<file path="config.mk">
export PLATFORM = sky130hd
export DESIGN_NAME = data_table_search_sched
export DESIGN_NICKNAME = d
export VERILOG_FILES = /design/src/rtl/hash_table_pkg.sv /design/src/rtl/data_table_search_sched_rr_arbiter.sv /design/src/rtl/data_table_search_sched.sv
export SDC_FILE = /design/constraint.sdc
export NUM_CORES = 1
export LEC_CHECK = 0
export CORE_MARGIN = 2
export CORE_UTILIZATION = 63
export CTS_CLUSTER_DIAMETER = 200
export DETAILED_ROUTE_END_ITERATION = 10
export DONT_BUFFER_PORTS = 1
export GPL_TIMING_DRIVEN = 0
export HOLD_SLACK_MARGIN = 0.15
export PLACE_DENSITY = 0.79
export SLEW_MARGIN = 30
export SYNTH_ARGS = -nofsm -noshare
export SYNTH_HDL_FRONTEND = slang
export SYNTH_HIERARCHICAL = 1
export SYNTH_SLANG_ARGS = --single-unit
</file>
<file path="constraint.sdc">
create_clock -name clk_i -period 3.91 [get_ports clk_i]
set_clock_uncertainty 0.15 [all_clocks]
set_input_delay 0.1955 -clock clk_i [delete_from_list [all_inputs] [get_ports clk_i]]
set_output_delay 0.1955 -clock clk_i [all_outputs]
set_load 0.02 [all_outputs]
</file>
<file path="src/rtl/hash_table_pkg.sv">
// Shared hash-table types: the search task handed from the command front end
// to the data_table_search engines, plus table geometry constants.
package hash_table;

   localparam int TABLE_ADDR_WIDTH = 10;
   localparam int KEY_WIDTH        = 16;
   localparam int ENGINES_CNT_MAX  = 8;

   typedef struct packed {
      logic [KEY_WIDTH-1:0]        key;
      logic [TABLE_ADDR_WIDTH-1:0] head_ptr;
      logic                        head_ptr_val;
   } ht_task_t;

endpackage

</file>
<file path="src/rtl/data_table_search_sched_rr_arbiter.sv">
// Round-robin arbiter: grants the first requester at or after ptr and moves
// ptr just past the winner when advance is asserted.
module rr_arbiter #(
   parameter  int N  = 3,
   localparam int PW = $clog2(N)
) (
   input  logic          clk_i,
   input  logic          rst_i,
   input  logic [N-1:0]  req,
   input  logic          advance,
   output logic [N-1:0]  gnt,
   output logic [PW-1:0] ptr
);

   logic [PW-1:0] gnt_idx;
   logic          found;
   int            idx;

   always_comb begin
      gnt     = '0;
      gnt_idx = '0;
      found   = 1'b0;
      idx     = 0;
      for (int k = 0; k < N; k++) begin
         idx = int'(ptr) + k;
         if (idx >= N) idx = idx - N;
         if (!found && req[idx]) begin
            found    = 1'b1;
            gnt[idx] = 1'b1;
            gnt_idx  = PW'(idx);
         end
      end
   end

   // Winner drops to lowest priority for the next round
   always_ff @(posedge clk_i or posedge rst_i) begin
      if (rst_i)
         ptr <= '0;
      else if (advance && found)
         ptr <= (gnt_idx == PW'(N-1)) ? '0 : gnt_idx + 1'b1;
   end

endmodule

</file>
<file path="src/rtl/data_table_search_sched.sv">
// Dispatches search tasks to idle engines and shares the single data-table
// RAM read port between them, tagging each read so only its issuer sees valid.
module data_table_search_sched
   import hash_table::*;
#(
   parameter  int ENGINES_CNT = 3,
   parameter  int RAM_LATENCY = 2,
   parameter  int A_WIDTH     = TABLE_ADDR_WIDTH,
   localparam int CW          = $clog2(ENGINES_CNT+1),
   localparam int PW          = $clog2(ENGINES_CNT)
) (
   input  logic                           clk_i,
   input  logic                           rst_i,
   input  ht_task_t                       task_i,
   input  logic                           task_valid_i,
   output logic                           task_ready_o,
   output ht_task_t                       eng_task_o,
   output logic [ENGINES_CNT-1:0]         eng_task_run_o,
   input  logic [ENGINES_CNT-1:0]         eng_busy_i,
   input  logic [ENGINES_CNT-1:0]         eng_rd_req_i,
   input  logic [ENGINES_CNT*A_WIDTH-1:0] eng_rd_addr_i,
   output logic [ENGINES_CNT-1:0]         eng_rd_gnt_o,
   output logic [ENGINES_CNT-1:0]         eng_rd_data_val_o,
   output logic [A_WIDTH-1:0]             rd_addr_o,
   output logic                           rd_en_o,
   output logic [CW-1:0]                  active_cnt_o
);

   logic [ENGINES_CNT-1:0] pending;
   logic [ENGINES_CNT-1:0] idle;
   logic [ENGINES_CNT-1:0] disp_gnt;
   logic [ENGINES_CNT-1:0] rd_gnt;
   logic [PW-1:0]          disp_ptr;
   logic [PW-1:0]          rd_ptr;
   logic                   handshake;
   logic [A_WIDTH-1:0]     gnt_addr;
   logic [ENGINES_CNT-1:0] tag_pipe [RAM_LATENCY+1];

   assign idle         = ~eng_busy_i & ~pending;
   assign task_ready_o = |idle;
   assign handshake    = task_valid_i & task_ready_o;
   assign eng_rd_gnt_o = rd_gnt;

   rr_arbiter #(.N(ENGINES_CNT)) u_disp_arb (
      .clk_i   (clk_i),
      .rst_i   (rst_i),
      .req     (idle),
      .advance (handshake),
      .gnt     (disp_gnt),
      .ptr     (disp_ptr)
   );

   rr_arbiter #(.N(ENGINES_CNT)) u_rd_arb (
      .clk_i   (clk_i),
      .rst_i   (rst_i),
      .req     (eng_rd_req_i),
      .advance (|rd_gnt),
      .gnt     (rd_gnt),
      .ptr     (rd_ptr)
   );

   // Pending bridges the cycle between run and the engine raising busy
   always_ff @(posedge clk_i or posedge rst_i) begin
      if (rst_i) begin
         pending        <= '0;
         eng_task_o     <= '0;
         eng_task_run_o <= '0;
      end else begin
         pending        <= (pending & ~eng_busy_i) | (handshake ? disp_gnt : '0);
         eng_task_run_o <= handshake ? disp_gnt : '0;
         if (handshake)
            eng_task_o <= task_i;
      end
   end

   always_comb begin
      gnt_addr = '0;
      for (int g = 0; g < ENGINES_CNT; g++)
         if (rd_gnt[g])
            gnt_addr = eng_rd_addr_i[g*A_WIDTH +: A_WIDTH];
   end

   // Grant tag travels alongside the RAM access and emerges with rd_data
   always_ff @(posedge clk_i or posedge rst_i) begin
      if (rst_i) begin
         rd_en_o   <= 1'b0;
         rd_addr_o <= '0;
         for (int k = 0; k <= RAM_LATENCY; k++)
            tag_pipe[k] <= '0;
      end else begin
         rd_en_o <= |rd_gnt;
         if (|rd_gnt)
            rd_addr_o <= gnt_addr;
         tag_pipe[0] <= rd_gnt;
         for (int k = 1; k <= RAM_LATENCY; k++)
            tag_pipe[k] <= tag_pipe[k-1];
      end
   end

   assign eng_rd_data_val_o = tag_pipe[RAM_LATENCY];

   always_comb begin
      active_cnt_o = '0;
      for (int g = 0; g < ENGINES_CNT; g++)
         active_cnt_o = active_cnt_o + CW'(eng_busy_i[g] | pending[g]);
   end

endmodule

</file>
==> results.txt <==
At the pin with the least slew margin, the transition time is about 0.74 ns. The worst setup slack after placement is 0.5054 ns. The sequential share of power came out at 32.8%. The worst setup slack after layout came out at 0.2970 ns. In the synthesized netlist the dominant register cell turns out to be dfrtp_1.

The number of antenna diodes in the final layout is 0. The netlist uses 56 different library cells. TritonCTS built the clock tree.

The library cells used most frequently in the layout, excluding fill and tap cells, are dlygate4sd3_1, dfrtp_1, a22oi_1, mux2_4, inv_1. The slowest stage of the critical path is the dlygate4sd3_1 cell. The final critical-path required period came out at 3.613 ns. The number of placement rows is 25. The number of cells on the worst reg-to-reg path is 12. The kind of end point of the critical path is a flop. The part of the power in the clock network is 14.1%. The worst hold path class is input port to flop. The half-perimeter wire length after detailed placement is ~4200 um. The clock sink total came out at 57.

The clock latency at the later pin of the worst-skew pair came out at 0.33 ns. The global-route usage over all layers is ~30%. The final critical path takes up between 90% and 100% of the cycle. CTS built an H-tree with a depth of 3.

The number of primary I/O pins is between 100 and 150. The setup path with the least slack is of type flop to flop. The buffer levels on the longest clock path is 2. Dividing the detail-routed via count by the number of cells gives 5.963. Each instance of the synthesized netlist takes up on average approximately 12 um^2. Yosys printed 6 warnings. The total overflow reported by the global router came out at 0. Setup repair after global routing left no endpoint under its margin.

The relative slew slack came out at 50.65%. The worst register-to-register path ends at rd_addr_o[9]. The filler-free cell count of the finished design came out at between 300 and 400. The placeable core area is ~4600 um^2. Entering global routing, the biggest net connects 53 pins. The proportion of netlist area held by the largest area contributor is 47.86%. The worst ir drop on vdd came out at 0.6846 mV. The length of the first detailed-routing pass in iterations came out at 5. The fmax is 0.2768 GHz. The peak fanout along the critical path is 10. The worst setup path startpoint is u_rd_arb/ptr[1].

The die extent in y came out at roughly 73 um. The data required time at the worst endpoint is 3.97 ns. The post-synthesis register bit count is 57.

The synthesized instance count came out at 246. The share of total power consumed by net switching came out at 43.50%. The worst slack on hold paths is 0.1620 ns.

The first-pass GRT wire length is approximately 12,000 um. The utilization after layout came out at approximately 84%. The share of synthesized area occupied by flip-flops and latches came out at between 40% and 50%. The final-layout fill cell count came out at 250. The max-slew violation count is 0.

STA classifies the critical path startpoint as a flop. The buffers inserted during post-CTS setup optimization is 0. The worst reg-to-reg setup slack came out at 0.30 ns. The effective utilization at floorplan is 64.38%. The count of input and output buffers came out at 0.

The setup TNS came out at 0 ns. The start of the worst register-to-register path is u_rd_arb/ptr[1]. The net count after synthesis came out at 321. The via count of the first global-routing pass was 2,471. After detailed routing, the total wire length is 7537 um. The total standard cell area after synthesis came out at 2980 um^2. Routability-driven placement finished with a final weighted congestion of 0.7645. The violation count after the first detailed-route iteration is 183. The critical path goes through inv_1 -> ha_2 -> mux2i_1 -> o21ai_2 -> a211oi_1 -> a221oi_1 -> nor2_2 -> nor3_1 -> clkbuf_1 -> a22oi_1 -> o21ai_0 -> dlygate4sd3_1. The hold violation count in the final report was 0. The CTS clock-pin slew for the worst setup and hold paths came out at 0.06 ns.

The synthesis-to-layout area growth is 30.52%. The layout cell share with drive strength beyond 1 is 23.31%. The internal power consumption came out at 1.920 mW.

The critical path's largest stage delay came out at 0.57 ns. The flow ran to the end, and the final reports show no timing, DRC or antenna violations. The portion of total power attributed to combinational logic came out at 53.1%.

The power density over the cells came out at 873.5 nW/um^2. The TritonCTS buffer count is 9. The commonest non-fill, non-tap cell in the layout is dlygate4sd3_1. The DRC violations left came out at 0. The final total power came out at 3.398 mW. From left edge to right edge, the die measures between 70 and 80 um. The data arrival time of the critical path came out at 3.67 ns. The finished cells cover 3890 um^2. Clock tree synthesis selected as its root buffer the cell clkbuf_8. The total of max-cap violations came out at 0.

The cell count after placement came out at 301. In the final design database the tool counted 396 nets. The standard cell area after detailed placement came out at slightly above 3000 um^2. Setup violations remaining at the end of the flow were counted as 0.

Of all cell types, the one taking the most synthesized area is dfrtp_1. Ranked by total cell area, the synthesized netlist is headed by dfrtp_1, mux2_4, a22oi_1. The detail route stage leaves a number of antenna-violating nets equal to 0. The detailed-route wire length per cell is 19.83 um. The share of flip-flops with an asynchronous set or reset came out at 100.0%. The die covers approximately 5300 um^2. The total number of vias is 2,266.

The leakage power is between 1.5 and 2 nW. The worst setup path endpoint is rd_addr_o[9]. The net load switching power is about 1.5 mW. The initial antenna violation count is 0. The synthesized design contains 0 enable-type register cells.
synth_stat cells, types with 2 or more instances:
| master | instances |
|---|---|
| o21ai_0 | 12 |
| a211oi_2 | 2 |
| o32ai_1 | 2 |
| o21ai_2 | 3 |
| buf_6 | 5 |
| nor2b_1 | 4 |
| nand2_1 | 6 |
| a31oi_1 | 2 |
| o31ai_4 | 2 |
| mux2i_1 | 3 |
| inv_1 | 19 |
| nor3_1 | 2 |
| inv_2 | 2 |
| nor2_1 | 12 |
| nor3b_1 | 2 |
| a21o_1 | 2 |
| clkbuf_1 | 6 |
| o22ai_1 | 4 |
| mux2_1 | 3 |
| nand2b_1 | 3 |
| a22oi_1 | 22 |
| buf_4 | 4 |
| a21oi_1 | 4 |
| dfrtp_1 | 57 |
| mux2_2 | 4 |
| ha_1 | 8 |
| mux2_4 | 21 |
| nand3b_1 | 2 |
worst min path at each step:
stage	from	endpoint	slack (ns)	depth (start not counted)
after floorplan	rst_i	u_disp_arb/ptr[0]	-0.21	1
after global placement	rst_i	u_disp_arb/ptr[1]	-0.21	1
after detailed placement	rst_i	rd_en_o	-0.21	1
after CTS	eng_rd_req_i[1]	u_rd_arb/ptr[0]	0.15	4
after global routing	eng_rd_req_i[1]	u_rd_arb/ptr[0]	0.18	4
final	eng_rd_req_i[1]	u_rd_arb/ptr[0]	0.16	4
what timing repair did:
| action | in CTS | in global routing |
|---|---|---|
| gates resized for setup | 0 | 5 |
| setup endpoints to repair | 0 | 10 |
| hold buffers | 63 | 0 |
| hold endpoints to repair | 104 | 0 |
routing by layer:
| metal | track usage (%) | wire length, um | vias up |
|---|---|---|---|
| met4 | 11.52 | 175 | 0 |
| met3 | 10.77 | 698 | 19 |
| li1 | - | - | 1032 |
| met2 | 52.32 | 3898 | 141 |
| met5 | 0 | 0 | - |
| met1 | 33.27 | 2764 | 1074 |
cell type report:
type | count | area (um^2) | area share (%)
tap | 54 | 67.56 | 1.737
sequential | 57 | 1426 | 36.67
inverter | 21 | 81.33 | 2.091
clock inverter | 5 | 31.28 | 0.8041
timing repair buffer | 64 | 658.1 | 16.92
clock buffer | 11 | 141.4 | 3.635
buffer | 16 | 115.1 | 2.959
multi-input combinational | 152 | 1369 | 35.19
power groups by stage:
stage / registers, mW / logic [mW] / clock network, mW
after floorplan: 1.08 / 1.24 / 0
after global placement: 1.11 / 1.41 / 0
after detailed placement: 1.11 / 1.46 / 0
after CTS: 1.11 / 1.72 / 0.490
after global routing: 1.14 / 1.95 / 0.519
final: 1.11 / 1.80 / 0.479
flip-flops by register name (all words and copies together) (netlist names):
register	count
eng_rd_data_val_o	3
rd_en_o	1
eng_task_run_o	3
rd_addr_o	10
u_rd_arb/ptr	2
tag_pipe	6
u_disp_arb/ptr	2
pending	3
eng_task_o	27
cell families after synthesis:
group | after synthesis | share of synthesized area [%]
buf+inv | 37 | 6.465
mux | 33 | 15.45
fa+ha+maj | 9 | 4.030
compound gates | 69 | 18.14
flops | 57 | 47.86
simple gates | 41 | 8.060
critical path: cells and delay by family, from the launching register on:
kind	cells	cell delay, ns
AOI/OAI and AO/OA	5	0.90
adders and majority gates	1	0.27
buffers and inverters	3	0.92
DFF	1	0.42
muxes	1	0.29
and+or+nand+nor	2	0.52
Power figures use the tool's default switching activity.
